==> src/rtl/router_reg_pipe.sv <==
// Router datapath register stage: header capture, payload forwarding with a one-byte
// full-FIFO hold buffer, XOR/CRC parity and length checking, saturating packet counters.
module router_reg_pipe #(
    parameter int unsigned       DATA_W   = 8,
    parameter int unsigned       PAR_MODE = 0,
    parameter logic [DATA_W-1:0] POLY     = DATA_W'(8'h07),
    parameter int unsigned       CNT_W    = 16
) (
    input  logic              clk,
    input  logic              reset,
    input  logic              pkt_valid,
    input  logic [DATA_W-1:0] din,
    input  logic              fifo_full,
    input  logic              detect_add,
    input  logic              lfd_state,
    input  logic              ld_state,
    input  logic              laf_state,
    input  logic              full_state,
    input  logic              rst_int_reg,
    output logic [DATA_W-1:0] dout,
    output logic              dout_valid,
    output logic              parity_done,
    output logic              low_pkt_valid,
    output logic              err,
    output logic              err_len,
    output logic [CNT_W-1:0]  good_cnt,
    output logic [CNT_W-1:0]  bad_cnt
);

    localparam int unsigned LEN_W = DATA_W - 2;

    logic [DATA_W-1:0] hdr;
    logic [DATA_W-1:0] hold;
    logic              hold_vld;
    logic              hold_par;
    logic [DATA_W-1:0] acc;
    logic [DATA_W-1:0] rx_par;
    logic [LEN_W-1:0]  pay_cnt;
    logic [LEN_W-1:0]  len_exp;
    logic              par_bad;
    logic              len_bad;

    // One parity step: XOR, or an MSB-first CRC shift of byte b into register a.
    function automatic logic [DATA_W-1:0] par_step(input logic [DATA_W-1:0] a,
                                                   input logic [DATA_W-1:0] b);
        logic [DATA_W-1:0] c;
        c = a ^ b;
        if (PAR_MODE != 0) begin
            for (int unsigned i = 0; i < DATA_W; i++) begin
                c = c[DATA_W-1] ? ((c << 1) ^ POLY) : (c << 1);
            end
        end
        return c;
    endfunction

    always_comb begin
        par_bad = (acc != rx_par);
        len_bad = (pay_cnt != len_exp);
    end

    always_ff @(posedge clk or posedge reset) begin
        if (reset) begin
            hdr           <= '0;
            hold          <= '0;
            hold_vld      <= 1'b0;
            hold_par      <= 1'b0;
            acc           <= '0;
            rx_par        <= '0;
            pay_cnt       <= '0;
            len_exp       <= '0;
            dout          <= '0;
            dout_valid    <= 1'b0;
            parity_done   <= 1'b0;
            low_pkt_valid <= 1'b0;
            err           <= 1'b0;
            err_len       <= 1'b0;
            good_cnt      <= '0;
            bad_cnt       <= '0;
        end else begin
            dout_valid <= 1'b0;
            // detect_add blocks every other strobe, even without pkt_valid
            if (detect_add) begin
                if (pkt_valid) begin
                    hdr         <= din;
                    len_exp     <= din[DATA_W-1:2];
                    acc         <= par_step('0, din);
                    pay_cnt     <= '0;
                    parity_done <= 1'b0;
                    err         <= 1'b0;
                    err_len     <= 1'b0;
                    hold_vld    <= 1'b0;
                end
            end else if (lfd_state) begin
                dout       <= hdr;
                dout_valid <= 1'b1;
            end else if (ld_state) begin
                if (!fifo_full) begin
                    dout       <= din;
                    dout_valid <= 1'b1;
                    if (pkt_valid) begin
                        acc <= par_step(acc, din);
                        if (pay_cnt != '1) pay_cnt <= pay_cnt + 1'b1;
                    end else begin
                        rx_par        <= din;
                        parity_done   <= 1'b1;
                        low_pkt_valid <= 1'b1;
                    end
                end else begin
                    hold     <= din;
                    hold_vld <= 1'b1;
                    hold_par <= ~pkt_valid;
                    if (!pkt_valid) low_pkt_valid <= 1'b1;
                end
            end else if (laf_state) begin
                if (hold_vld) begin
                    dout       <= hold;
                    dout_valid <= 1'b1;
                    hold_vld   <= 1'b0;
                    if (!hold_par) begin
                        acc <= par_step(acc, hold);
                        if (pay_cnt != '1) pay_cnt <= pay_cnt + 1'b1;
                    end else begin
                        rx_par      <= hold;
                        parity_done <= 1'b1;
                    end
                end
            end else if (rst_int_reg) begin
                low_pkt_valid <= 1'b0;
                if (parity_done) begin
                    err     <= par_bad;
                    err_len <= len_bad;
                    if (par_bad || len_bad) begin
                        if (bad_cnt != '1) bad_cnt <= bad_cnt + 1'b1;
                    end else begin
                        if (good_cnt != '1) good_cnt <= good_cnt + 1'b1;
                    end
                end
            end
        end
    end

endmodule

==> config.mk <==
export PLATFORM = sky130hd
export DESIGN_NAME = router_reg_pipe
export DESIGN_NICKNAME = d
export VERILOG_FILES = /design/src/rtl/router_reg_pipe.sv
export SDC_FILE = /design/constraint.sdc
export NUM_CORES = 1
export LEC_CHECK = 0
export BUFFER_PORTS_ARGS = -buffer_cell sky130_fd_sc_hd__buf_2
export CORE_MARGIN = 2
export CORE_UTILIZATION = 45
export CTS_CLUSTER_SIZE = 25
export DETAILED_ROUTE_END_ITERATION = 6
export GPL_ROUTABILITY_DRIVEN = 0
export PLACE_DENSITY_LB_ADDON = 0.12
export SYNTH_ARGS = -nofsm -noshare
export SYNTH_HDL_FRONTEND = slang
export SYNTH_SLANG_ARGS = --single-unit
==> constraint.sdc <==
create_clock -name clk -period 4.1 [get_ports clk]
set_input_delay 0.205 -clock clk [delete_from_list [all_inputs] [get_ports clk]]
set_output_delay 0.205 -clock clk [all_outputs]
set_load 0.05 [all_outputs]
### Word level (Yosys, flattened, before mapping)

Cells that the tools add are included.

* reductions and logical operators: 23
* add/subtract/negate cells: 3
* bitwise logic cells: 8
* multiplexer cells: 65
* equality and inequality tests: 18

Operators by type and width (count)
* two-way mux 8 bit: 20
* two-way mux 6 bit: 10
* two-way mux 1 bit: 35
* adder 16 x 1 -> 16 bit (second input constant): 2
* inequality test 16 bit (second input constant): 2
* AND reduction 7 bit: 3
* AND reduction 8 bit: 2
* bitwise XOR 8 bit: 2
* inequality test 3 bit (second input constant): 5
* nonzero test 3 bit: 5
* inequality test 2 bit (second input constant): 7
* AND reduction 4 bit: 3
* nonzero test 2 bit: 6
* inequality test 8 bit: 1
* adder 6 x 1 -> 6 bit (second input constant): 1
* inequality test 6 bit: 1
* inequality test 6 bit (second input constant): 1
* inverter 1 bit: 6
* AND reduction 6 bit: 1
* AND reduction 5 bit: 1
* inequality test 4 bit (second input constant): 1
* AND reduction 2 bit: 1
* logical OR 1 bit: 1

* bits of input ports: 18
* bits in registers: 91
* word-level logic and storage cells: 133

### Depth between registers and ports, before layout

Gate-level depths: netlist (run 1).

* word-level depth: 8
* gate-level depth with buffers: 7

### Worst setup path after synthesis (run 1)

Ideal clock, no wire load.

* path kind: reg-to-reg
* start point: register good_cnt[0]
* end point: register good_cnt[11]
* slack: 1.848 ns
* period minus slack after synthesis: 2.252 ns
* data arrival time: 2.107 ns
* stages on the path, launching flop included: 8
* path through: dfrtp_1 > ha_1 > nand4_1 > nor4_1 > clkbuf_1 > nand3b_1 > nor3_1 > xor2_1

* longest elaborated chain between the ends: 2
* elaborated cells between the ends (all ways): 3
* classes of those cells: add/sub (1); eq/ne (1); reduce/logical (1)

RTL lines
* start, declared: line 26 `output logic [CNT_W-1:0] good_cnt,`
* start signal, assigned: line 135 `if (good_cnt != '1) good_cnt <= good_cnt + 1'b1;`
* parallel branches: the longest is 2 deep, another holds adder 16 x 1 -> 16 bit

Parallel ways; which one is timed is not known.
A chain may end at the register's enable or synchronous reset.

### Worst setup path in the final report (run 1)

* start point: register acc[6]
* end point: register good_cnt[10]

* longest elaborated chain between the ends: 4

RTL lines
* start, declared: line 36 `logic [DATA_W-1:0] acc;`
* start signal, assigned: line 86 `acc <= par_step('0, din);`
* start signal, assigned: line 101 `acc <= par_step(acc, din);`
* start signal, assigned: line 120 `acc <= par_step(acc, hold);`
* inequality test 8 bit: line 57 `par_bad = (acc != rx_par);`
* logical OR 1 bit: line 132 `if (par_bad || len_bad) begin`
* inverter 1 bit (no line)
* AND reduction 8 bit (no line)

No other way between the ends.

==> impl_metrics.json, run 1 <==
{
  "clk_pin_slew_ns": 0.09,
  "clock-skew-final_ns": 0.01620,
  "period_minus_slack_ns": 2.748,
  "grt.overflow.total": 0,
  "route.detailed.wl_per_inst_um": 15.38,
  "antenna_cells": 0,
  "die_height_um": 100.9,
  "placement_rows": 35,
  "grt_max_degree": 59,
  "powerDensity_mw_per_mm2": 439.5,
  "p_leak_nw": 2.359,
  "cts.sinks": 85,
  "required_ns": 4.40,
  "synthesis.area_mm2": 0.004227,
  "critPathLaunch": "acc[6]$_DFFE_PP0P_",
  "synth_edf_count": 0,
  "worstPathMaxFanout": 20,
  "timing.final.hold_violations": 0,
  "setup-tns-final_ns": 0,
  "io_pins": 63,
  "fill_cells": 843,
  "nets": 508,
  "grt_setup_unrepaired": "no",
  "cts_repair_resize_count": 0,
  "clockBufferDepth": 2,
  "grt_pass1_vias": 3070,
  "grt_antenna_before_repair": 0,
  "ys_ff_latch": 85,
  "place_hpwl_um": 6356,
  "setup.worst_path.class": "flip-flop to flip-flop",
  "rr_worst_depth": 6,
  "cp_slowest_cell": "nor4_1",
  "tritoncts_clock_tree": "done",
  "min_path_type": "input pin to async pin",
  "die-width_um": 100.9,
  "max_slew.worst_pin.slew_ns": 1.002,
  "critical_path.max_stage_delay_ns": 0.60,
  "slew_hr_pct": 33.11,
  "route.detailed.drc": 0,
  "grt_pass1_wl_um": 15120,
  "drive_above_1_share_pct": 20.98,
  "die-area_mm2": 0.01018,
  "maxCapViolCount": 0,
  "slew_violations": 0,
  "drt_iter0_drc": 140,
  "critPathArrivalTime_ns": 3.05,
  "run_status": "finished clean",
  "wl_um": 9261,
  "yosys-top-cells-area": "dfrtp_1 50%, xor2_1 5.6%, nand2_1 5.2%",
  "gr-usage-all-layers_pct": 18.98,
  "synth.cells.most_frequent": "85 x dfrtp_1, 59 x nand2_1, 38 x o21ai_0",
  "fmax_mhz": 363.9,
  "yosysMostFrequentCell": "dfrtp_1",
  "final_antenna_net_count": 0,
  "syn_avg_cell_area_um2": 9.784,
  "area_delta_synth_final_pct": 14.62,
  "cts.root.buffer_cell": "clkbuf_8",
  "setup_violations": 0,
  "leading_area_contributor_after_synthesis": "dfrtp_1",
  "synth-async-reset-ratio_pct": 100.0,
  "number_of_buffers_created_by_cts": 9,
  "yosys.area.top_type_share_pct": 50.33,
  "drt-pass1-iter-count": 4,
  "postSynthNetCount": 453,
  "clock_insertion_delay_worst_skew_ns": 0.37,
  "initial_core_util_pct": 45.96,
  "dr_total_vias": 3324,
  "floorplan.core_area_mm2": 0.009196,
  "path_cells": "xor2_1, nor4_1, nand4_1, buf_4, nor4_1, xor2_1",
  "period_share_pct": 67.03,
  "timing.critical_path.from_type": "flip-flop",
  "critPathCaptureType": "flip-flop",
  "number_of_unique_standard_cell_types_used_by_synthesis": 45,
  "fin_worst_hold_slack_ns": 0.02715,
  "placement.io_buffers": 61,
  "route.detailed.vias_per_inst": 5.522,
  "cts_setup_buffers": 0,
  "ys.flop_type": "dfrtp_1",
  "syn-instance-count": 432,
  "r2r-start": "acc[6]$_DFFE_PP0P_",
  "ctsHtreeMaxLevel": 3,
  "synth.yosys.warnings": 0,
  "vdd_ir_drop_max_mv": 0.2527,
  "synth_seq_area_share_pct": 50.33,
  "cts_hold_repair.buffers": 0
}
report_power, final:
group          switching (W)  total [W]  internal, W
clock               0.000311   0.000713     0.000403
combinational       0.000254   0.000386     0.000132
sequential         0.0000875    0.00103     0.000943
total               0.000652    0.00213      0.00148
layout make-up:
type,count,area (um^2),area share (%)
repair buffers,64,327.8,6.767
flip-flops and latches,85,2127,43.90
inverters,6,23.77,0.4907
multi-input cells,321,1992,41.12
clock buffers,9,123.9,2.557
clock inverters,6,111.4,2.299
well taps,111,138.9,2.867
per-stage QoR:
stage / setup slack, ns / total power [W] / instance area [um^2] / instances / utilization (%)
6_report: 1.352 / 0.002129 / 4845 / 602 / 52.68
4_1_cts: 1.321 / 0.002154 / 4845 / 602 / 52.68
2_1_floorplan: 1.702 / 0.001324 / 4227 / 432 / -
3_3_place_gp: 1.352 / 0.001423 / 4609 / 587 / 50.12
5_1_grt: 1.200 / 0.002244 / 4845 / 602 / 52.68
3_5_place_dp: 1.348 / 0.001438 / 4609 / 587 / 50.12
placed cells by master (no fill, tap or decap), types with 4 or more instances in the layout:
cell type  instances
dfrtp_1           85
buf_2             61
nand2_1           59
o21ai_0           38
xor2_1            27
a21oi_1           26
nor2_1            25
nand4_1           19
xnor2_1           16
nand3_1           15
nor4_1            12
nor3_1            12
mux2_2            11
nor2b_1            9
mux2i_1            9
clkbuf_8           9
and3_1             6
inv_1              5
a31o_2             4
flip-flops by register name (all words and copies together), names as in the netlist:
signal,count
hold,8
hold_par,1
hdr,8
hold_vld,1
good_cnt,16
bad_cnt,16
err,1
dout_valid,1
rx_par,8
dout,8
parity_done,1
acc,8
low_pkt_valid,1
pay_cnt,6
err_len,1
path summary, 6_finish.rpt:
check,endpoint,slack (ns)
max,good_cnt[10]$_DFFE_PP0P_,1.35
min,good_cnt[13]$_DFFE_PP0P_,0.03
max reg2reg,good_cnt[10]$_DFFE_PP0P_,1.35
min reg2reg,hold[3]$_DFFE_PP0P_,0.48
max in group asynchronous,hdr[3]$_DFFE_PP0P_,3.15
min in group clk,hold[1]$_DFFE_PP0P_,0.08
cell families (layout without fill, tap and decap cells):
kind of cell / count (synthesis) / after routing / synth area share, %
multiplexers: 20 / 20 / 5.062
AO/OA/AOI/OAI: 79 / 79 / 10.42
flip-flops: 85 / 85 / 50.33
buffers and inverters: 26 / 85 / 2.664
XOR/XNOR: 43 / 43 / 8.911
AND/OR/NAND/NOR: 176 / 176 / 21.73
adder cells (fa/ha/maj): 3 / 3 / 0.8882
critical path, delay by kind of cell, from the launching register on:
family | cells | cell delay [ns]
xor+xnor | 2 | 0.32
buf+inv | 1 | 0.41
simple gates | 3 | 1.53
flops | 1 | 0.41
routing by layer:
metal,share of wire (%),vias to the layer above,track usage [%]
met3,4.6,13,4.230
li1,-,1633,-
met4,1.8,0,7.900
met2,47,78,29.95
met5,0,-,0
met1,46,1600,25.33
Note: power is estimated with default switching activity, not from simulation.
==> run 2, diff against run 1 <==
ABC_AREA = 1   (was unset)
clock period = 2.3 ns   (was 4.1 ns; I/O delays follow)
==> run 2 against run 1 <==
Critical path depth up 3. Global-route usage up 2.5 points. Die area up 18%. Power up 77%. Worst hold slack worse by 0.0055 ns. Combinational power up 140%. Clock power up 42%. Via count up 37%. Final cell count up 51%.
==> impl_metrics.json, run 2 <==
{
  "yosys-top-cells-area": "dfrtp_1 42%, nand2_1 20%, inv_1 5.8%",
  "drt-pass1-iter-count": 5,
  "initial_core_util_pct": 46.25,
  "fill_cells": 1137,
  "setup.worst_path.class": "flip-flop to flip-flop",
  "gr-usage-all-layers_pct": 21.46,
  "cell_internal_power_dissipation_w": 0.002421,
  "run_status": "finished clean",
  "floorplan.core_area_mm2": 0.01089,
  "place.detailed.instances": 891,
  "min_path_type": "input pin to flip-flop",
  "die-width_um": 109.8,
  "p_seq_share_pct": 48.6,
  "area_delta_synth_final_pct": 12.15,
  "layoutNonFillerInstCount": 908,
  "slew_hr_pct": 54.43,
  "synth-async-reset-ratio_pct": 100.0,
  "fraction_of_power_spent_switching_nets_pct": 35.72,
  "yosys.area_share.simple_pct": 35.88,
  "grt_pass1_vias": 4175,
  "antenna_cells": 0,
  "io_pins": 63,
  "yosysMostFrequentCell": "nand2_1",
  "cts.root.buffer_cell": "clkbuf_8",
  "die-area_mm2": 0.01205,
  "fin_ws_ns": 0.4919,
  "period_share_pct": 78.61,
  "wl_um": 12120,
  "critPathArrivalTime_ns": 2.07,
  "setup_violations": 0,
  "period_minus_slack_ns": 1.808,
  "critPathCaptureType": "flip-flop",
  "switchingPower_w": 0.001345,
  "timing.final.hold_violations": 0,
  "clockBufferDepth": 2,
  "placement.io_buffers": 61,
  "route.detailed.wl_per_inst_um": 13.35,
  "dr_total_vias": 4545,
  "worstPathMaxFanout": 20,
  "timing.critical_path.from_type": "flip-flop",
  "synth.cells.most_frequent": "265 x nand2_1, 85 x dfrtp_1, 78 x inv_1",
  "cp_slowest_cell": "dfrtp_1",
  "yosys.area.top_type_share_pct": 42.24,
  "number_of_buffers_created_by_cts": 9,
  "ys_ff_latch": 85,
  "synth_seq_area_share_pct": 42.24,
  "path_cells": "ha_1, nand3_1, nor2_2, nand4_1, nand2_1, inv_1, buf_4, nand4_1, nand2_1",
  "clk_pin_slew_ns": 0.08,
  "nets": 784,
  "ys.flop_type": "dfrtp_1",
  "critical_path.max_stage_delay_ns": 0.43,
  "final_antenna_net_count": 0,
  "die_height_um": 109.8,
  "maxCapViolCount": 0,
  "ctsHtreeMaxLevel": 3,
  "route.detailed.drc": 0,
  "clock-skew-final_ns": 0.01428,
  "placement.setup.worst_slack_ns": 0.4462,
  "postSynthNetCount": 724,
  "cts.sinks": 85,
  "required_ns": 2.57,
  "power.combinational.fraction_pct": 24.5,
  "max_slew.worst_pin.slew_ns": 0.6818,
  "grt_pass1_wl_um": 20000,
  "placement_rows": 38,
  "clock_insertion_delay_worst_skew_ns": 0.38,
  "cts_repair_resize_count": 0,
  "synthesis.area_mm2": 0.005036,
  "layout_top_registers": "bad_cnt x16, good_cnt x16",
  "area_share_of_xor_xnor_cells_in_the_synthesized_design_pct": 4.522,
  "fmax_mhz": 553.1,
  "compound_cell_area_share_of_the_yosys_netlist_pct": 7.503,
  "synth.yosys.warnings": 0,
  "setup-tns-final_ns": 0,
  "syn_avg_cell_area_um2": 7.164,
  "grt.overflow.total": 0,
  "place_hpwl_um": 8506,
  "drive_above_1_share_pct": 13.93,
  "syn-instance-count": 703,
  "slew_violations": 0,
  "powerDensity_mw_per_mm2": 666.8,
  "layout_commonest_cell": "nand2_1",
  "number_of_unique_standard_cell_types_used_by_synthesis": 31,
  "synth_top_family_by_area": "simple AND/OR/NAND/NOR gates",
  "synth_edf_count": 0,
  "grt_antenna_before_repair": 0,
  "p_leak_nw": 2.965,
  "synth_fa_ha_area_share_pct": 0.7453,
  "grt_max_degree": 64,
  "post_synth_mux_area_share_pct": 0,
  "drt_iter0_drc": 273,
  "tritoncts_clock_tree": "done",
  "finalPower_w": 0.003766,
  "vdd_ir_drop_max_mv": 0.3767,
  "p_clk_share_pct": 26.9,
  "layout.cells.most_common_list": "265 x nand2_1, 85 x dfrtp_1, 77 x inv_1",
  "leading_area_contributor_after_synthesis": "dfrtp_1",
  "final_core_util_pct": 51.87,
  "route.detailed.vias_per_inst": 5.006,
  "grt_setup_unrepaired": "no"
}
run 2: final cells by class:
cell class	instances	area [um^2]	area share (%)
multi-input combinational	511	2450	43.38
sequential	85	2127	37.66
timing repair buffer	71	395.4	7.000
inverter	85	322.8	5.716
tap	140	175.2	3.101
clock buffer	12	155.1	2.747
clock inverter	4	22.52	0.3988
run 2: stage by stage:
stage / hold WS (ns) / area (um^2)
after global routing: 0.01170 / 5648
after detailed placement: 0.2024 / 5460
after CTS: 0.005218 / 5648
after floorplan: 0.2267 / 5040
after global placement: 0.1867 / 5460
final: 0.02168 / 5648
run 2: worst paths after layout:
kind	depth (start not counted)	end	slack [ns]	startpoint
min reg2reg	2	hold[0]$_DFFE_PP0P_	0.49	hold[0]$_DFFE_PP0P_
min	3	hold_vld$_DFFE_PP0P_	0.02	fifo_full
min in group asynchronous	3	good_cnt[11]$_DFFE_PP0P_	0.32	reset
max	9	bad_cnt[14]$_DFFE_PP0P_	0.49	bad_cnt[0]$_DFFE_PP0P_
max reg2reg	9	bad_cnt[14]$_DFFE_PP0P_	0.49	bad_cnt[0]$_DFFE_PP0P_
max in group asynchronous	4	hold_vld$_DFFE_PP0P_	1.27	reset
run 2: logic make-up after synthesis:
kind of cell | after synthesis
and+or+nand+nor | 411
DFF | 85
AOI/OAI and AO/OA | 71
buffers and inverters | 107
xor gates and xnor gates | 26
adders and majority gates | 3
run 2: critical path: cells and delay by family (launching register included):
kind          cells  cell delay, ns
fa+ha+maj         1            0.21
buf+inv           2            0.25
simple gates      6            0.82
flops             1            0.43
run 2: timing repair:
item / 4_1_cts / 5_1_grt
hold endpoints to repair: 22 / 0
buffers inserted: 0 / 0
hold buffers: 1 / 0
run 2: power groups by stage:
| stage | Sequential, W | Combinational, W | Clock [W] |
|---|---|---|---|
| finish | 0.00183 | 0.000923 | 0.00101 |
| floorplan | 0.00198 | 0.000581 | 0 |
| global placement | 0.00185 | 0.000911 | 0 |
| detailed placement | 0.00186 | 0.000931 | 0 |
| CTS | 0.00183 | 0.000938 | 0.00104 |
| global route | 0.00186 | 0.00105 | 0.00110 |
run 2: per-layer routing:
metal	global-route usage [%]	vias up	routed length (um)
li1	-	2348	-
met1	27.51	2089	5660
met2	35.71	89	5721
met3	3.497	19	461
met4	9.132	0	278
met5	0	-	0
